File: src/rtl/sevenseg_scan_decoder_if.sv
// ---------------------------------------------------------------------------
// sevenseg_scan_decoder_if
// Multiplexed 7-segment display bus as seen between a display driver and a
// readback/monitor block.
//   anodes_i   [7:0]  active-low digit select, bit k low = digit k driven
//   segments_i [6:0]  active-low segments {g,f,e,d,c,b,a}
// Modports:
//   master : the display driver (drives the bus)
//   slave  : the scan decoder (samples the bus)
// The bus has no handshake: the driver owns both fields and may change them
// on any cycle; the receiver never back-pressures and must tolerate
// arbitrary, asynchronous transitions on every bit.
// ---------------------------------------------------------------------------
interface sevenseg_scan_decoder_if;
  logic [7:0] anodes_i;
  logic [6:0] segments_i;

  modport master (output anodes_i, output segments_i);
  modport slave  (input  anodes_i, input  segments_i);
endinterface

File: src/rtl/sevenseg_scan_decoder.sv
// ---------------------------------------------------------------------------
// sevenseg_scan_decoder
// Receive side of a multiplexed 8-digit 7-segment display bus. Samples the
// scanned anode/segment lines, decodes each digit once its pattern has been
// stable for SETTLE cycles and publishes a complete 8-digit frame once every
// digit has been seen.
// Ports:
//   clk, rst_n      clock, asynchronous active-low reset
//   bus (slave)     anodes_i[7:0], segments_i[6:0] from the display driver
//   digits_o        last complete frame, digit k in [4k+3:4k]
//   blank_mask_o    bit k = digit k was blank in the last frame
//   frame_valid_o   one-cycle pulse when digits_o updates
//   digit_err_o     last frame held an invalid pattern or multi-anode event
//   stalled_o       no frame completed within TIMEOUT cycles
//   state_dbg       current scan FSM state (IDLE=0, SETTLING=1, HELD=2)
// ---------------------------------------------------------------------------
module sevenseg_scan_decoder #(
  parameter int SETTLE  = 4,
  parameter int TIMEOUT = 200000
) (
  input  logic                   clk,
  input  logic                   rst_n,
  sevenseg_scan_decoder_if.slave bus,
  output logic [31:0]            digits_o,
  output logic [7:0]             blank_mask_o,
  output logic                   frame_valid_o,
  output logic                   digit_err_o,
  output logic                   stalled_o,
  output logic [1:0]             state_dbg
);

  localparam int CW = $clog2(SETTLE + 1);
  localparam int SW = $clog2(TIMEOUT + 1);

  typedef enum logic [1:0] {
    IDLE     = 2'd0,
    SETTLING = 2'd1,
    HELD     = 2'd2
  } state_t;

  state_t          state;
  logic [14:0]     sync1, sync2, prev;
  logic [CW-1:0]   stab_cnt;
  logic [SW-1:0]   stall_cnt;
  logic [7:0]      seen, blank_acc;
  logic            err_pend;
  logic [31:0]     buffer;

  logic [7:0]      low;
  logic            all_high, one_hot, multi, changed, settle_hit;
  logic [2:0]      idx;
  logic [4:0]      dec;
  logic [7:0]      bit_mask, seen_next, blank_next;
  logic [31:0]     buf_next;
  logic            err_next;

  // {invalid, nibble}; anything outside the table decodes to E and is invalid
  function automatic logic [4:0] decode(input logic [6:0] seg);
    case (seg)
      7'b1000000: decode = 5'h00;
      7'b1111001: decode = 5'h01;
      7'b0100100: decode = 5'h02;
      7'b0110000: decode = 5'h03;
      7'b0011001: decode = 5'h04;
      7'b0010010: decode = 5'h05;
      7'b0000010: decode = 5'h06;
      7'b1111000: decode = 5'h07;
      7'b0000000: decode = 5'h08;
      7'b0010000: decode = 5'h09;
      7'b1111111: decode = 5'h0F;
      default:    decode = 5'h1E;
    endcase
  endfunction

  // Two-flop synchronizer on all 15 lines, plus one more stage to compare
  // against the previous synchronized pattern. Reset value is the idle bus.
  always_ff @(posedge clk or negedge rst_n) begin
    if (!rst_n) begin
      sync1 <= '1;
      sync2 <= '1;
      prev  <= '1;
    end else begin
      sync1 <= {bus.anodes_i, bus.segments_i};
      sync2 <= sync1;
      prev  <= sync2;
    end
  end

  assign changed = (sync2 != prev);

  always_ff @(posedge clk or negedge rst_n) begin
    if (!rst_n) begin
      stab_cnt <= '0;
    end else if (changed) begin
      stab_cnt <= '0;
    end else if (stab_cnt != CW'(SETTLE)) begin
      stab_cnt <= stab_cnt + CW'(1);
    end
  end

  // Capture happens on the edge where the count steps to SETTLE-1, which puts
  // a pattern stable at the pins into the frame SETTLE+2 cycles after it
  // first appears.
  assign settle_hit = !changed && (stab_cnt == CW'(SETTLE - 2));

  assign low      = ~sync2[14:7];
  assign all_high = (low == 8'd0);
  assign one_hot  = !all_high && ((low & (low - 8'd1)) == 8'd0);
  assign multi    = !all_high && !one_hot;

  always_comb begin
    idx = 3'd0;
    for (int k = 0; k < 8; k++) begin
      if (low[k]) idx = 3'(k);
    end
    dec                  = decode(sync2[6:0]);
    bit_mask             = 8'b1 << idx;
    seen_next            = seen | bit_mask;
    blank_next           = blank_acc | ((dec[3:0] == 4'hF) ? bit_mask : 8'd0);
    err_next             = err_pend | dec[4];
    buf_next             = buffer;
    buf_next[idx*4 +: 4] = dec[3:0];
  end

  always_ff @(posedge clk or negedge rst_n) begin
    if (!rst_n) begin
      state         <= IDLE;
      seen          <= '0;
      blank_acc     <= '0;
      err_pend      <= 1'b0;
      buffer        <= '0;
      stall_cnt     <= '0;
      digits_o      <= '0;
      blank_mask_o  <= '0;
      frame_valid_o <= 1'b0;
      digit_err_o   <= 1'b0;
    end else begin
      frame_valid_o <= 1'b0;
      if (stall_cnt != SW'(TIMEOUT)) stall_cnt <= stall_cnt + SW'(1);

      if (multi) begin
        err_pend <= 1'b1;
        state    <= IDLE;
      end else if (all_high) begin
        state <= IDLE;
      end else begin
        case (state)
          IDLE: state <= SETTLING;
          SETTLING: begin
            if (settle_hit) begin
              state  <= HELD;
              buffer <= buf_next;
              if (seen_next == 8'hFF) begin
                // Frame completes on this capture: publish and start afresh.
                digits_o      <= buf_next;
                blank_mask_o  <= blank_next;
                digit_err_o   <= err_next;
                frame_valid_o <= 1'b1;
                seen          <= '0;
                blank_acc     <= '0;
                err_pend      <= 1'b0;
                stall_cnt     <= '0;
              end else begin
                seen      <= seen_next;
                blank_acc <= blank_next;
                err_pend  <= err_next;
              end
            end
          end
          HELD: if (changed) state <= SETTLING;
          default: state <= IDLE;
        endcase
      end
    end
  end

  assign stalled_o = (stall_cnt == SW'(TIMEOUT));
  assign state_dbg = state;

endmodule

File: src/flat_wrapper.sv
// flat-port wrapper written by rule: the top's interface ports become plain ports
module sevenseg_scan_decoder_flat 
#(
  parameter int SETTLE  = 4,
  parameter int TIMEOUT = 200000
)
  (clk, rst_n, digits_o, blank_mask_o, frame_valid_o, digit_err_o, stalled_o, state_dbg, bus_anodes_i, bus_segments_i);
  sevenseg_scan_decoder_if bus_i ();
  input  logic clk;
  input  logic rst_n;
  output logic [31:0] digits_o;
  output logic [7:0] blank_mask_o;
  output logic frame_valid_o;
  output logic digit_err_o;
  output logic stalled_o;
  output logic [1:0] state_dbg;
  input wire logic [$bits(bus_i.anodes_i)-1:0] bus_anodes_i;
  input wire logic [$bits(bus_i.segments_i)-1:0] bus_segments_i;
  assign bus_i.anodes_i = bus_anodes_i;
  assign bus_i.segments_i = bus_segments_i;
  sevenseg_scan_decoder #(.SETTLE(SETTLE), .TIMEOUT(TIMEOUT)) u_core (.clk(clk), .rst_n(rst_n), .bus(bus_i), .digits_o(digits_o), .blank_mask_o(blank_mask_o), .frame_valid_o(frame_valid_o), .digit_err_o(digit_err_o), .stalled_o(stalled_o), .state_dbg(state_dbg));
endmodule
File: config.mk
export PLATFORM = sky130hd
export DESIGN_NAME = sevenseg_scan_decoder_flat
export DESIGN_NICKNAME = d
export VERILOG_FILES = /design/src/rtl/sevenseg_scan_decoder_if.sv /design/src/rtl/sevenseg_scan_decoder.sv /design/src/flat_wrapper.sv
export SDC_FILE = /design/constraint.sdc
export NUM_CORES = 1
export LEC_CHECK = 0
export CORE_ASPECT_RATIO = 0.8
export CORE_MARGIN = 1.5
export CORE_UTILIZATION = 55
export DETAILED_ROUTE_END_ITERATION = 8
export PLACE_DENSITY = 0.86
export SETUP_SLACK_MARGIN = 0.2
export SLEW_MARGIN = 20
export SYNTH_ARGS = -nofsm -noshare
export SYNTH_HDL_FRONTEND = slang
export SYNTH_SLANG_ARGS = --single-unit
File: constraint.sdc
create_clock -name clk -period 7 [get_ports clk]
set_input_delay 1.4 -clock clk [delete_from_list [all_inputs] [get_ports clk]]
set_output_delay 1.4 -clock clk [all_outputs]
set_load 0.05 [all_outputs]
==> results of run 1 <==
area by class of cell:
type                            instances  area (um2)
Fill cell                             936        4370
Clock inverter                         12        90.1
Inverter                               28         105
Sequential cell                       159        4040
Clock buffer                           20         489
Multi-Input combinational cell        446        3040
Tap cell                              175         219
Timing Repair Buffer                   68         664
kinds of logic (layout without fill, tap and decap cells):
kind of cell               Yosys count  after routing  synth area share
buffers and inverters               68            128            0.0443
AOI/OAI and AO/OA                  157            157             0.134
xor gates and xnor gates            34             34            0.0403
adders and majority gates           12             12            0.0203
and+or+nand+nor                    183            183             0.127
DFF                                159            159             0.546
muxes                               60             60            0.0880
flip-flops by register name, summed over array words and instances, names as in the netlist, 2 cells and up:
name,flops
u_core.digits_o,32
u_core.blank_mask_o,8
u_core.prev,15
u_core.buffer,32
u_core.seen,8
u_core.stall_cnt,18
u_core.sync2,15
u_core.state_dbg,2
u_core.blank_acc,8
u_core.stab_cnt,3
u_core.sync1,15
worst paths after layout:
kind,endpoint,start,depth (start not counted),slack [ns]
max in group asynchronous,u_core.buffer[27],rst_n,2,4.67
hold / removal,u_core.sync2[4],u_core.sync1[4],0,0.36
setup / recovery,stalled_o,u_core.stall_cnt[0],6,2.71
setup reg to reg,u_core.digits_o[0],u_core.sync2[9],11,3.01
hold reg to reg,u_core.sync2[4],u_core.sync1[4],0,0.36
min in group asynchronous,u_core.state_dbg[0],rst_n,1,1.06
metal layers:
metal / share of wire / vias to the layer above / track usage / wire length (um)
met3: 0.057 / 20 / 0.0563 / 877
met4: 0.013 / 0 / 0.0801 / 204
met5: 0 / - / 0 / 0
met2: 0.47 / 163 / 0.363 / 7210
li1: - / 2464 / - / -
met1: 0.46 / 2627 / 0.325 / 7140
through the flow:
stage	hold slack (ns)	setup WS (ns)	power, mW
after global routing	0.359	2.57	2.03
after CTS	0.356	2.70	1.97
after global placement	0.347	3.34	1.07
after floorplan	0.345	3.40	1.03
final	0.355	2.71	1.96
after detailed placement	0.347	3.14	1.08
critical path: cells and delay by family, from the launching register on:
kind | cells | cell delay, ns
adders and majority gates | 1 | 0.15
DFF | 1 | 0.39
buffers and inverters | 2 | 1.01
and+or+nand+nor | 3 | 0.91
layout by cell type (no fill, tap or decap), drive strengths merged, types with 8 or more instances in the layout:
| master | n |
|---|---|
| nand2b | 9 |
| nor2 | 68 |
| ha | 12 |
| buf | 8 |
| and3 | 9 |
| nor4 | 9 |
| dfrtp | 114 |
| a21oi | 28 |
| nand3 | 12 |
| clkdlybuf4s50 | 60 |
| mux2 | 40 |
| inv | 37 |
| dfstp | 45 |
| o21ai | 70 |
| nor3 | 10 |
| xor2 | 25 |
| a31oi | 17 |
| nand2 | 42 |
| xnor2 | 9 |
| clkbuf | 20 |
| mux2i | 20 |
power by group through the flow:
stage	clock (mW)	combinational, mW	sequential [mW]
3_5_place_dp	0	0.104	0.975
3_3_place_gp	0	0.100	0.973
4_1_cts	0.910	0.105	0.959
5_1_grt	0.952	0.118	0.961
6_report	0.899	0.106	0.959
2_1_floorplan	0	0.0678	0.966
==> impl_metrics.tcl, run 1 <==
set metrics [dict create \
    outcome "finished, final reports clean" \
    cts-root-buf "clkbuf_16" \
    wl_um 15400 \
    clk_latency_ns 0.43 \
    synthFlopType "dfrtp_1" \
    finish.instance_area_um2 8640 \
    finalSetupViolations 0 \
    cts_tree "built" \
    yosys_warnings 0 \
    antenna_found_initial 0 \
    synthTopCellsByArea "dfrtp_1 39%, dfstp_2 16%, mux2_1 4.7%" \
    syn-cell-area_um2 7390 \
    cts_resized 0 \
    cpPeakStageDelay_ns 0.91 \
    swShare 0.241 \
    synth.most_common_cell "dfrtp_1" \
    clk_pin_slew_ns 0.06 \
    cp_cell_sequence "inv_1 > ha_1 > nor4bb_1 > nand4b_1 > nor3_1 > clkdlybuf4s50_1" \
    die_y_um 107 \
    hp-class "flop to flop" \
    synthTopCellsByCount "114 x dfrtp_1, 68 x nor2_1, 48 x o21ai_0, 45 x dfstp_2, 42 x nand2_1" \
    dieArea_um2 14200 \
    endpoint_kind "primary output" \
    rows 37 \
    ir_drop_mv 0.225 \
    cp_data_required_time_ns 5.60 \
    antenna_left 0 \
    yosys.area.top_type "dfrtp_1" \
    dp_hpwl_um 10400 \
    ctsHtreeMaxLevel 4 \
    hold_buffers 0 \
    placed_area_um2 8060 \
    die_w_um 133 \
    slew_violations 0 \
    synth_cell_type_count 63 \
    place_congestion 0.876 \
    path_max_fanout 4 \
    route.detailed.drc 0 \
    avgSynthCellArea_um2 11.0 \
    p_clk_frac 0.458 \
    crit_path_start_kind "flop" \
    slew_headroom 0.304 \
    ios 62 \
    drive_gt1_frac 0.151 \
    p_per_area_nw_per_um2 227 \
    drt_iter0_markers 421 \
    syn_to_final_growth_pct 16.9 \
    tns_ns 0 \
    p_int_mw 1.49 \
    seq_power_share 0.488 \
    synthesis.nets 702 \
    place_inst 876 \
    yosysSeqAreaShare 0.546 \
    utilization 0.664 \
    skew_ns 0.0125 \
    viasPerCell 5.81 \
    start_util 0.568 \
    power.combinational.fraction 0.054 \
    io_buffers 61 \
    max-clock-path-buffers 2 \
    synth-edff-count 0 \
    criticalPathCategory "flop to primary output" \
    cts_buffers 17 \
    cp.arrival_ns 2.89 \
    grt_start_max_net_pins 95 \
    syn_inst 673 \
    grt_pass1_vias 5164 \
    p_switching_mw 0.474 \
    slowest_stage "clkdlybuf4s50_1" \
    final_cell_count_no_fill 908 \
    overflow 0 \
    hold_viol 0 \
    fmax_mhz 233 \
    maxCapViolations 0 \
    worst_slew_pin_slew_ns 1.04 \
    synth_top_area_frac 0.386 \
    grt_use_total 0.234 \
    cts_setup_buffers 0 \
    vias 5274 \
    antenna_cells 0 \
    nets 749 \
    leakage_nw 3.77 \
    drtPass1Iterations 5 \
    grt_pass1_wl_um 25900 \
    wl_per_cell_um 17.0 \
    final.period_utilization 0.613 \
    async_reset_ff_frac 1.00 \
    rsz0062_at_grt "false" \
    fin_crit_ns 4.29 \
    cts.sinks 159 \
    coreArea_um2 13000 \
    ys_ff_latch 159 \
]
Power figures use the tool's default switching activity.
==> run 2: changes to the inputs <==
--- a/config.mk
+++ b/config.mk
@@ -7,7 +7,7 @@
 export LEC_CHECK = 0
 export CORE_ASPECT_RATIO = 0.8
 export CORE_MARGIN = 1.5
-export CORE_UTILIZATION = 55
+export CORE_UTILIZATION = 52
 export DETAILED_ROUTE_END_ITERATION = 8
 export PLACE_DENSITY = 0.86
 export SETUP_SLACK_MARGIN = 0.2
==> constraint.sdc (replaced) <==
create_clock -name clk -period 3.46 [get_ports clk]
set_input_delay 0.692 -clock clk [delete_from_list [all_inputs] [get_ports clk]]
set_output_delay 0.692 -clock clk [all_outputs]
set_load 0.05 [all_outputs]
==> run 2 against run 1 <==
Effect of this change: core utilization down 2.0 points; worst setup slack lost 2.3 ns; design area is 2.5% higher; clock power grew 120%; highest routed layer unchanged; via count is 4.3% higher; combinational power rose by 120%.
==> impl_metrics.tcl, run 2 (synthesis gave the netlist of run 1 again) <==
set metrics [dict create \
    cts.sinks 159 \
    p_switching_mw 0.914 \
    path_buf_inv 0 \
    slew_headroom 0.349 \
    cts-root-buf "clkbuf_16" \
    fillers 944 \
    endpoint_kind "flop" \
    clk_latency_ns 0.43 \
    clk_pin_slew_ns 0.06 \
    leakage_nw 3.86 \
    final_cell_mix "114 x dfrtp_1, 68 x nor2_1, 59 x clkdlybuf4s50_1" \
    antenna_cells 0 \
    hp-class "input port to async pin" \
    grt_pass1_vias 5392 \
    route.detailed.drc 0 \
    cpPeakStageDelay_ns 0.62 \
    cts_buffers 17 \
    grt_use_total 0.239 \
    slowest_stage "dfstp_2" \
    cp.arrival_ns 3.40 \
    overflow 0 \
    reg_top3 "u_core.buffer x32, u_core.digits_o x32, u_core.stall_cnt x18" \
    fin_crit_ns 3.09 \
    syn_to_final_growth_pct 19.8 \
    rows 38 \
    criticalPathCategory "flop to flop" \
    max-clock-path-buffers 2 \
    place_inst 893 \
    viasPerCell 5.93 \
    coreArea_um2 13700 \
    drive_gt1_frac 0.164 \
    p_per_area_nw_per_um2 466 \
    dieArea_um2 14900 \
    antenna_left 0 \
    final.period_utilization 0.893 \
    critPathTopFamily "simple AND/OR/NAND/NOR gates" \
    layout_commonest_cell "dfrtp_1" \
    slew_violations 0 \
    p_int_mw 3.21 \
    wl_per_cell_um 17.6 \
    crit_path_start_kind "flop" \
    io_buffers 61 \
    dp_hpwl_um 10600 \
    seq_power_share 0.470 \
    die_y_um 110 \
    worst_slew_pin_slew_ns 0.976 \
    skew_ns 0.00835 \
    start_util 0.538 \
    outcome "finished, final reports clean" \
    antenna_found_initial 0 \
    post-place-ws_ns 0.108 \
    fin_ws_ns 0.372 \
    nets 764 \
    ir_drop_mv 0.440 \
    finalPower_mw 4.13 \
    maxCapViolations 0 \
    finalSetupViolations 0 \
    vias 5503 \
    grt_start_max_net_pins 89 \
    fmax_mhz 324 \
    path_max_fanout 9 \
    die_w_um 136 \
    drt_iter0_markers 441 \
    grt_pass1_wl_um 27300 \
    drtPass1Iterations 5 \
    timing.hold.ws_ns 0.273 \
    wl_um 16300 \
    ios 62 \
    ctsHtreeMaxLevel 4 \
    cp_data_required_time_ns 3.77 \
    hold_buffers 0 \
    rsz0062_at_grt "false" \
    tns_ns 0 \
    hold_viol 0 \
    p_clk_frac 0.474 \
    cp_cell_sequence "nand2b_1 > a21oi_4 > nor2_1 > ha_1 > ha_1 > nand2b_1 > nor2_1 > and4_2 > mux2_2 > mux2_1" \
    cts_tree "built" \
    swShare 0.221 \
    final_cell_count_no_fill 928 \
    place_congestion 0.901 \
    power.combinational.fraction 0.056 \
]
-- run 2: cell type report --
class	count	area (um2)	area share
flip-flops and latches	159	4040	0.456
multi-input cells	446	3050	0.345
repair buffers	83	822	0.0928
clock buffers	22	454	0.0513
well taps	180	225	0.0254
clock inverters	10	163	0.0184
inverters	28	105	0.0119
-- run 2: final timing paths --
kind,startpoint,to,slack [ns],cells after the start
min reg2reg,u_core.sync1[3],u_core.sync2[3],0.36,0
max reg2reg,u_core.sync2[9],u_core.digits_o[17],0.37,10
max in group asynchronous,rst_n,u_core.sync1[3],2.30,2
max,u_core.sync2[9],u_core.digits_o[17],0.37,10
min in group clk,u_core.sync1[3],u_core.sync2[3],0.36,0
min,rst_n,u_core.digits_o[12],0.27,1
-- run 2: power by group through the flow --
stage | sequential [mW] | clock (mW) | combinational [mW]
after global routing | 1.94 | 2.06 | 0.253
after detailed placement | 1.97 | 0 | 0.222
after CTS | 1.94 | 1.98 | 0.227
after global placement | 1.97 | 0 | 0.212
final | 1.94 | 1.96 | 0.231
after floorplan | 1.95 | 0 | 0.137
-- run 2: layer usage --
layer / share of wire / vias to the layer above / track usage
met1: 0.42 / 2739 / 0.313
met2: 0.48 / 238 / 0.380
met3: 0.065 / 44 / 0.0572
met4: 0.028 / 0 / 0.108
li1: - / 2482 / -
met5: 0 / - / 0
-- run 2: what timing repair did --
| item | in CTS | in global routing |
|---|---|---|
| gates resized for setup | 2 | 5 |
| pin swaps | 0 | 2 |
| setup buffers | 0 | 3 |
| endpoints found under the setup margin | 4 | 47 |
| endpoints found under the hold margin | 0 | 0 |
-- run 2: through the flow --
step / utilization / instance area (um2)
floorplan: - / 7390
global placement: 0.597 / 8200
detailed placement: 0.597 / 8200
CTS: 0.642 / 8820
global route: 0.645 / 8860
finish: 0.645 / 8860
